File: config.mk
export PLATFORM = sky130hd
export DESIGN_NAME = seq_det_ctrl_flat
export DESIGN_NICKNAME = d
export VERILOG_FILES = /design/src/rtl/seq_det_if.sv /design/src/rtl/seq_det_ctrl.sv /design/src/flat_wrapper.sv
export SDC_FILE = /design/constraint.sdc
export NUM_CORES = 1
export LEC_CHECK = 0
export ABC_AREA = 0
export CELL_PAD_IN_SITES_DETAIL_PLACEMENT = 2
export CELL_PAD_IN_SITES_GLOBAL_PLACEMENT = 2
export CORE_MARGIN = 2
export CORE_UTILIZATION = 30
export CTS_BUF_LIST = sky130_fd_sc_hd__clkbuf_16
export CTS_CLUSTER_SIZE = 24
export DETAILED_ROUTE_END_ITERATION = 6
export PLACE_DENSITY_LB_ADDON = 0.1
export REMOVE_ABC_BUFFERS = 1
export SYNTH_ARGS = -nofsm -noshare
export SYNTH_HDL_FRONTEND = slang
export SYNTH_SLANG_ARGS = --single-unit
File: constraint.sdc
create_clock -name clk -period 3.23 [get_ports clk]
set_input_delay 0.646 -clock clk [delete_from_list [all_inputs] [get_ports clk]]
set_output_delay 0.646 -clock clk [all_outputs]
set_load 0.03 [all_outputs]
File: src/rtl/seq_det_if.sv
// Host/stream-side bundle for the serial pattern-detection controller.
// The master drives stream and config; the slave (controller) returns status.
interface seq_det_if #(
    parameter int unsigned PW = 8,
    parameter int unsigned CW = 8
);
    logic          din;
    logic          din_valid;
    logic          cfg_we;
    logic [PW-1:0] cfg_pattern;
    logic [3:0]    cfg_len;
    logic          cfg_overlap;
    logic [CW-1:0] cfg_thresh;
    logic          start;
    logic          stop;
    logic          busy;
    logic          match;
    logic [CW-1:0] match_cnt;
    logic          done;

    modport master (
        output din, din_valid, cfg_we, cfg_pattern, cfg_len, cfg_overlap, cfg_thresh,
               start, stop,
        input  busy, match, match_cnt, done
    );

    modport slave (
        input  din, din_valid, cfg_we, cfg_pattern, cfg_len, cfg_overlap, cfg_thresh,
               start, stop,
        output busy, match, match_cnt, done
    );
endinterface

File: src/rtl/seq_det_ctrl.sv
// Run-time configurable serial pattern detector with arm/run/stop sequencing,
// match counting and threshold-based completion.
module seq_det_ctrl #(
    parameter int unsigned PW = 8,
    parameter int unsigned CW = 8
) (
    input  logic     clk,
    input  logic     rst,
    seq_det_if.slave bus
);
    localparam int unsigned FW = $clog2(PW + 1);
    localparam int unsigned LW = 4;

    typedef enum logic [1:0] {
        IDLE = 2'd0,
        RUN  = 2'd1,
        DONE = 2'd2
    } state_e;

    state_e        state_q, state_d;
    logic [PW-1:0] pat_q, pat_d;
    logic [LW-1:0] len_q, len_d;
    logic          ovl_q, ovl_d;
    logic [CW-1:0] thr_q, thr_d;
    // Only the newest PW-1 bits need keeping; the incoming bit completes the window.
    logic [PW-2:0] hist_q, hist_d;
    logic [FW-1:0] fill_q, fill_d;
    logic [CW-1:0] cnt_q, cnt_d;
    logic          busy_q, busy_d;
    logic          match_q, match_d;
    logic          done_q, done_d;

    logic [LW-1:0] len_eff_c;
    logic [PW-1:0] hist_n_c;
    logic [FW-1:0] fill_n_c;
    logic [PW-1:0] mask_c;
    logic [CW-1:0] cnt_inc_c;
    logic          hit_c;

    // Window, fill, compare mask and saturating count for the current bit.
    always_comb begin
        len_eff_c = bus.cfg_len;
        if (bus.cfg_len == '0)
            len_eff_c = LW'(1);
        else if (32'(bus.cfg_len) > PW)
            len_eff_c = LW'(PW);

        hist_n_c  = {hist_q, bus.din};
        fill_n_c  = (fill_q == FW'(PW)) ? fill_q : fill_q + FW'(1);
        for (int unsigned i = 0; i < PW; i++)
            mask_c[i] = (i < 32'(len_q));
        hit_c     = (32'(fill_n_c) >= 32'(len_q)) && ((hist_n_c & mask_c) == (pat_q & mask_c));
        cnt_inc_c = (cnt_q == '1) ? cnt_q : cnt_q + CW'(1);
    end

    // Next-state and registered-output logic.
    always_comb begin
        state_d = state_q;
        pat_d   = pat_q;
        len_d   = len_q;
        ovl_d   = ovl_q;
        thr_d   = thr_q;
        hist_d  = hist_q;
        fill_d  = fill_q;
        cnt_d   = cnt_q;
        match_d = 1'b0;

        if (bus.cfg_we && (state_q == IDLE || state_q == DONE)) begin
            pat_d = bus.cfg_pattern;
            len_d = len_eff_c;
            ovl_d = bus.cfg_overlap;
            thr_d = bus.cfg_thresh;
        end

        case (state_q)
            IDLE, DONE: begin
                if (bus.stop) begin
                    state_d = IDLE;
                end else if (bus.start) begin
                    state_d = RUN;
                    cnt_d   = '0;
                    hist_d  = '0;
                    fill_d  = '0;
                end
            end
            RUN: begin
                if (bus.stop) begin
                    state_d = IDLE;
                end else if (bus.din_valid) begin
                    hist_d = hist_n_c[PW-2:0];
                    fill_d = fill_n_c;
                    if (hit_c) begin
                        match_d = 1'b1;
                        cnt_d   = cnt_inc_c;
                        if (!ovl_q)
                            fill_d = '0;
                        if (thr_q != '0 && cnt_inc_c == thr_q)
                            state_d = DONE;
                    end
                end
            end
            default: state_d = IDLE;
        endcase

        busy_d = (state_d == RUN);
        done_d = (state_d == DONE);
    end

    always_ff @(posedge clk) begin
        if (rst) begin
            state_q <= IDLE;
            pat_q   <= '0;
            len_q   <= LW'(1);
            ovl_q   <= 1'b0;
            thr_q   <= '0;
            hist_q  <= '0;
            fill_q  <= '0;
            cnt_q   <= '0;
            busy_q  <= 1'b0;
            match_q <= 1'b0;
            done_q  <= 1'b0;
        end else begin
            state_q <= state_d;
            pat_q   <= pat_d;
            len_q   <= len_d;
            ovl_q   <= ovl_d;
            thr_q   <= thr_d;
            hist_q  <= hist_d;
            fill_q  <= fill_d;
            cnt_q   <= cnt_d;
            busy_q  <= busy_d;
            match_q <= match_d;
            done_q  <= done_d;
        end
    end

    assign bus.busy      = busy_q;
    assign bus.match     = match_q;
    assign bus.match_cnt = cnt_q;
    assign bus.done      = done_q;
endmodule

File: src/flat_wrapper.sv
// flat-port wrapper written by rule: the top's interface ports become plain ports
module seq_det_ctrl_flat 
#(
    parameter int unsigned PW = 8,
    parameter int unsigned CW = 8
)
  (clk, rst, bus_din, bus_din_valid, bus_cfg_we, bus_cfg_pattern, bus_cfg_len, bus_cfg_overlap, bus_cfg_thresh, bus_start, bus_stop, bus_busy, bus_match, bus_match_cnt, bus_done);
  seq_det_if #(.PW(PW), .CW(CW)) bus_i ();
  input  logic clk;
  input  logic rst;
  input wire logic [$bits(bus_i.din)-1:0] bus_din;
  input wire logic [$bits(bus_i.din_valid)-1:0] bus_din_valid;
  input wire logic [$bits(bus_i.cfg_we)-1:0] bus_cfg_we;
  input wire logic [$bits(bus_i.cfg_pattern)-1:0] bus_cfg_pattern;
  input wire logic [$bits(bus_i.cfg_len)-1:0] bus_cfg_len;
  input wire logic [$bits(bus_i.cfg_overlap)-1:0] bus_cfg_overlap;
  input wire logic [$bits(bus_i.cfg_thresh)-1:0] bus_cfg_thresh;
  input wire logic [$bits(bus_i.start)-1:0] bus_start;
  input wire logic [$bits(bus_i.stop)-1:0] bus_stop;
  output wire logic [$bits(bus_i.busy)-1:0] bus_busy;
  output wire logic [$bits(bus_i.match)-1:0] bus_match;
  output wire logic [$bits(bus_i.match_cnt)-1:0] bus_match_cnt;
  output wire logic [$bits(bus_i.done)-1:0] bus_done;
  assign bus_i.din = bus_din;
  assign bus_i.din_valid = bus_din_valid;
  assign bus_i.cfg_we = bus_cfg_we;
  assign bus_i.cfg_pattern = bus_cfg_pattern;
  assign bus_i.cfg_len = bus_cfg_len;
  assign bus_i.cfg_overlap = bus_cfg_overlap;
  assign bus_i.cfg_thresh = bus_cfg_thresh;
  assign bus_i.start = bus_start;
  assign bus_i.stop = bus_stop;
  assign bus_busy = bus_i.busy;
  assign bus_match = bus_i.match;
  assign bus_match_cnt = bus_i.match_cnt;
  assign bus_done = bus_i.done;
  seq_det_ctrl #(.PW(PW), .CW(CW)) u_core (.clk(clk), .rst(rst), .bus(bus_i));
endmodule
== Yosys cells after proc, flatten, opt, wreduce, memory -nomap -nowiden ==
Index checks and enable logic that the tools add are counted.

* Flip-flop bits (word level): 45
* Output and inout bits: 11
* Input port bits: 28
* Word-level logic and storage cells: 82

* Mux-type cells: 30
* $lt $le $gt $ge: 10
* Bitwise operators: 4
* Add/subtract/negate cells: 2
* Reductions and logical operators: 12
* Equality and inequality tests: 13

{| class="wikitable"
|+ Operator list
! cell !! count
|-
| 8-bit 2-to-1 mux || 6
|-
| 4-bit 2-to-1 mux || 9
|-
| 7-bit 2-to-1 mux || 4
|-
| 8-bit AND || 2
|-
| 8-bit == test || 2
|-
| 3-bit by 4-bit < comparator with 1-bit output (first input constant) || 4
|-
| 8-bit one-hot mux with 2 select lines || 1
|-
| 7-bit one-hot mux with 2 select lines || 1
|-
| 2-bit 2-to-1 mux || 6
|-
| 8-bit by 1-bit adder with 8-bit output (second input constant) || 1
|-
| 8-bit == test (second input constant) || 1
|-
| 1-bit by 4-bit < comparator with 1-bit output (first input constant) || 2
|-
| 2-bit by 4-bit < comparator with 1-bit output (first input constant) || 2
|-
| 2-bit != test (second input constant) || 4
|-
| 4-bit one-hot mux with 2 select lines || 1
|-
| 8-bit nonzero test || 1
|-
| 6-bit AND reduction || 1
|-
| 5-bit AND reduction || 1
|-
| 4-bit by 1-bit adder with 4-bit output (second input constant) || 1
|-
| 2-bit by 1-bit == test with 1-bit output (second input constant) || 2
|-
| 2-bit == test (second input constant) || 2
|-
| 4-bit == test (second input constant) || 1
|-
| 4-bit greater-or-equal comparator || 1
|-
| 4-bit greater-than comparator (second input constant) || 1
|-
| 11 further kinds || 14
|}

== Depth between registers and ports, before layout ==
* Word-level depth: 10
* Gate-level depth with buffers: 13
* Gate-level depth less buffers: 12

== Worst setup path before layout ==
No wires, ideal clock.

* Kind: flip-flop to flip-flop
* Start point: register u_core.fill_q[0]
* End point: register u_core.cnt_q[4], in the netlist u_core.bus.match_cnt[4]
* Required time: 3.110 ns
* Cell stages (with the launch flop): 14
* Path slack: 0.474 ns
* Period minus slack after synthesis: 2.756 ns
* Buffers on the path: 1
* Arrival: 2.636 ns
* Library setup time: 0.120 ns
* Cell sequence: dfxtp_1 inv_1 ha_1 nand2_1 nor2_1 xnor2_1 ha_1 nand2b_1 a2111o_1 and3b_1 o2111ai_1 clkbuf_1 nor2_1 a211o_1

* Word-level cells in the longest chain between the ends: 6
* Elaborated cells on any way between the ends: 7
* Those cells by class: 1 x add/sub; 1 x order compare; 2 x eq/ne; 1 x mux; 2 x reduce/logical

{| class="wikitable"
|+ RTL lines
! element !! RTL line !! RTL
|-
| start: declaration || seq_det_ctrl.sv:27 || <nowiki>logic [FW-1:0] fill_q, fill_d;</nowiki>
|-
| start signal: assignment || seq_det_ctrl.sv:129 || <nowiki>fill_q <= fill_d;</nowiki>
|-
| 4-bit by 1-bit adder with 4-bit output or 4-bit == test (tied branches) || seq_det_ctrl.sv:49 || <nowiki>fill_n_c = (fill_q == FW'(PW)) ? fill_q : fill_q + FW'(1);</nowiki>
|-
| 4-bit 2-to-1 mux (*) || seq_det_ctrl.sv:49 ||
|-
| 4-bit greater-or-equal comparator (*) || seq_det_ctrl.sv:52 || <nowiki>hit_c = (32'(fill_n_c) >= 32'(len_q)) && ((hist_n_c & mask_c) == (pat_q & mask_c));</nowiki>
|-
| 1-bit logical AND (*) || seq_det_ctrl.sv:52 ||
|-
| 2-bit by 1-bit != test with 1-bit output (no line) (*) || -- ||
|-
| 6-bit AND reduction (no line) (*) || -- ||
|-
| end signal: assignment || seq_det_ctrl.sv:130 || <nowiki>cnt_q <= cnt_d;</nowiki>
|-
| end: declaration || seq_det_ctrl.sv:28 || <nowiki>logic [CW-1:0] cnt_q, cnt_d;</nowiki>
|}

Every way passes the cells marked *; elsewhere a longest branch is shown, timed or not.
A chain may end at the register's enable or synchronous reset.

== Final worst setup path ==
* Start point: register u_core.fill_q[0]
* End point: register u_core.cnt_q[2], in the netlist u_core.bus.match_cnt[2]

The elaborated chain is that of the path after synthesis.

==> results_dict.tcl <==
set metrics [dict create \
    grt_pass1_wl_mm 13.3 \
    max-vdd-ir-drop_mv 0.201 \
    crit_top_cell "ha_1" \
    synth-seq-area-share_pct 36.2 \
    syn_avg_cell_area_um2 7.85 \
    synth_top_flop_cell "dfxtp_1" \
    seq_area_um2 901 \
    final_common_cell "nand2_1" \
    syn_inst 317 \
    yosysTopAreaCell "dfxtp_1" \
    tns_ps 0 \
    slew_viol_final 0 \
    yosysUniqueCellTypes 58 \
    yosys-top-cells-area "dfxtp_1 36%, nand2_1 7.5%, a21oi_1 5.8%, nor2_1 4.4%, ha_1 3.5%" \
    grt_overflow 0 \
    hold_buffers 0 \
    crit_arrival_ps 3170 \
    worst_slew_pin_slew_ps 937 \
    async_reset_ff_share_pct 0 \
    power.net_switching_uw 340 \
    cts.sink_count 45 \
    grt_usage_pct 19.3 \
    antenna_found_initial 0 \
    core_um2 8130 \
    drv_cap 0 \
    grt_max_degree 37 \
    ios 39 \
    p_leak_uw 0.00121 \
    num_vias 2504 \
    cts_tree "done" \
    synth_warnings 0 \
    clk_latency_ps 290 \
    drc 0 \
    design.die.area_um2 9040 \
    fillers 920 \
    finish.utilization_pct 39.2 \
    place.port_buffers 38 \
    mostFrequentLayoutCells "50 x nand2_1, 45 x dfxtp_1, 38 x clkdlybuf4s50_1" \
    fin_skew_ps 5.97 \
    relSlewSlack_pct 37.5 \
    vias_per_cell 5.43 \
    antenna_cells 0 \
    post_drt_wl_per_cell_um 18.1 \
    setup_violations 0 \
    timing.reg2reg.setup_slack_ps 240 \
    timing.critical_path.required_ps 3410 \
    hold_end "u_core.pat_q[6]" \
    worst_setup_path_end_kind "flip-flop" \
    min_from "u_core.pat_q[6]" \
    cts.clk_slew.worst_paths_ps 70 \
    routed_wl_mm 8.32 \
    die_w_um 95.1 \
    p_seq_share_pct 43.8 \
    criticalPathCategory "reg2reg" \
    r2r-end "u_core.bus.match_cnt[2]" \
    swShare_pct 25.1 \
    hold_viol 0 \
    cts_buffers 5 \
    p_int_uw 1010 \
    multi_input_area_um2 1490 \
    max_stage_delay_ps 420 \
    start_util_pct 30.6 \
    crit_path_top_delay_cell "a2111o_1" \
    fin_area_um2 3190 \
    hp-class "reg2reg" \
    cts_buffer_depth 2 \
    p_total_uw 1350 \
    regToRegStartpoint "u_core.fill_q[0]" \
    cts_root_buf "clkbuf_16" \
    synth_edf_count 0 \
    rsz0062_at_grt "false" \
    ys_ff_latch 45 \
    grt_pass1_vias 2551 \
    syn-cell-area_um2 2490 \
    path_max_fanout 5 \
    die_y_um 95.1 \
    placedInstanceArea_um2 3010 \
    min_delay_path_depth 2 \
    area_growth_pct 28.3 \
    comb_power_share_pct 12.3 \
    ant_nets 0 \
    p_per_area_nw_per_um2 424 \
    nets 390 \
    status "finished clean" \
    rows 33 \
    fin_crit_ps 2990 \
    synth_top_area_share_pct 36.2 \
    initialDrtViolationCount 63 \
    fmax_mhz 335 \
    htreeDepth 2 \
    drt_first_pass_iters 4 \
    drive_above_1_share_pct 6.74 \
    period_share_pct 92.5 \
    start_kind "flip-flop" \
    hpwl_mm 6.06 \
    place_congestion 0.766 \
    r2r_cells 12 \
    whs_ps 470 \
    clockPowerShare_pct 43.9 \
    path_cells "inv_1 > ha_1 > nand2_1 > nor2_1 > xnor2_1 > ha_1 > nand2b_1 > a2111o_1 > and3b_1 > a41o_1 > o21a_1 > o221a_2" \
]
## registers in the layout (all words and copies together), names as in the netlist, 2 cells and up
signal                count
u_core.thr_q              8
u_core.bus.match_cnt      8
u_core.fill_q             4
u_core.hist_q             7
u_core.len_q              4
u_core.state_q            2
u_core.pat_q              8
## cell type report
cell class	count	area share, %
Timing Repair Buffer	49	14.5
Clock inverter	3	1.33
Tap cell	105	4.12
Sequential cell	45	28.2
Inverter	10	1.18
Multi-Input combinational cell	244	46.7
Clock buffer	5	3.92
## stage by stage
stage	std cells	setup slack [ps]
2_1_floorplan	299	541
5_1_grt	461	67.3
3_5_place_dp	453	157
4_1_cts	461	84.5
6_report	461	243
3_3_place_gp	453	338
## cells in the mapped netlist, types with 4 or more instances
cell type,number
xnor2_1,6
nand2b_1,7
a21oi_1,29
o22ai_1,4
a22oi_1,8
inv_1,10
o21ai_0,10
nor3_1,10
xor2_1,10
nand2_1,50
nand3_1,9
nand4_1,5
dfxtp_1,45
ha_1,7
clkbuf_1,14
nor2_1,29
## worst max path at each step
stage / start / to / slack (ps)
floorplan: bus_stop / u_core.bus.match_cnt[0] / 540
global placement: u_core.fill_q[0] / u_core.bus.match_cnt[6] / 340
detailed placement: u_core.fill_q[0] / u_core.bus.match_cnt[4] / 160
CTS: u_core.fill_q[0] / u_core.bus.match_cnt[4] / 80
global route: u_core.fill_q[0] / u_core.bus.match_cnt[7] / 70
finish: u_core.fill_q[0] / u_core.bus.match_cnt[2] / 240
## metal layers
metal / GRT usage (%) / up-vias / wire length, um
li1: - / 1213 / -
met1: 24.1 / 1251 / 3830
met2: 34.8 / 33 / 4240
met3: 3.48 / 7 / 189
met4: 3.50 / 0 / 63
met5: 0 / - / 0
## power by group through the flow
stage	combinational [uW]	clock [uW]	sequential, uW
2_1_floorplan	85.3	0	600
3_3_place_gp	162	0	605
3_5_place_dp	166	0	605
4_1_cts	168	606	593
5_1_grt	187	638	595
6_report	167	594	593
## what timing repair did
| action | CTS | global route |
|---|---|---|
| gates resized for setup | 0 | 2 |
| endpoints found under the setup margin | 0 | 6 |
| setup buffers | 0 | 0 |
## worst max-delay path, delay by kind of cell (launching register included)
family                     cells  cell delay, ps
AOI/OAI and AO/OA              4            1160
and+or+nand+nor                4             650
adders and majority gates      2             420
DFF                            1             360
xor gates and xnor gates       1             160
buffers and inverters          1             140
## kinds of logic (layout without fill, tap and decap cells)
group,count (synthesis),after routing,synth area share [%]
simple gates,134,134,26.1
compound gates,85,85,23.3
flops,45,45,36.2
buf+inv,28,67,4.37
xor+xnor,16,16,5.63
fa+ha+maj,7,7,3.52
mux,2,2,0.804
Note: power is estimated with default switching activity, not from simulation.
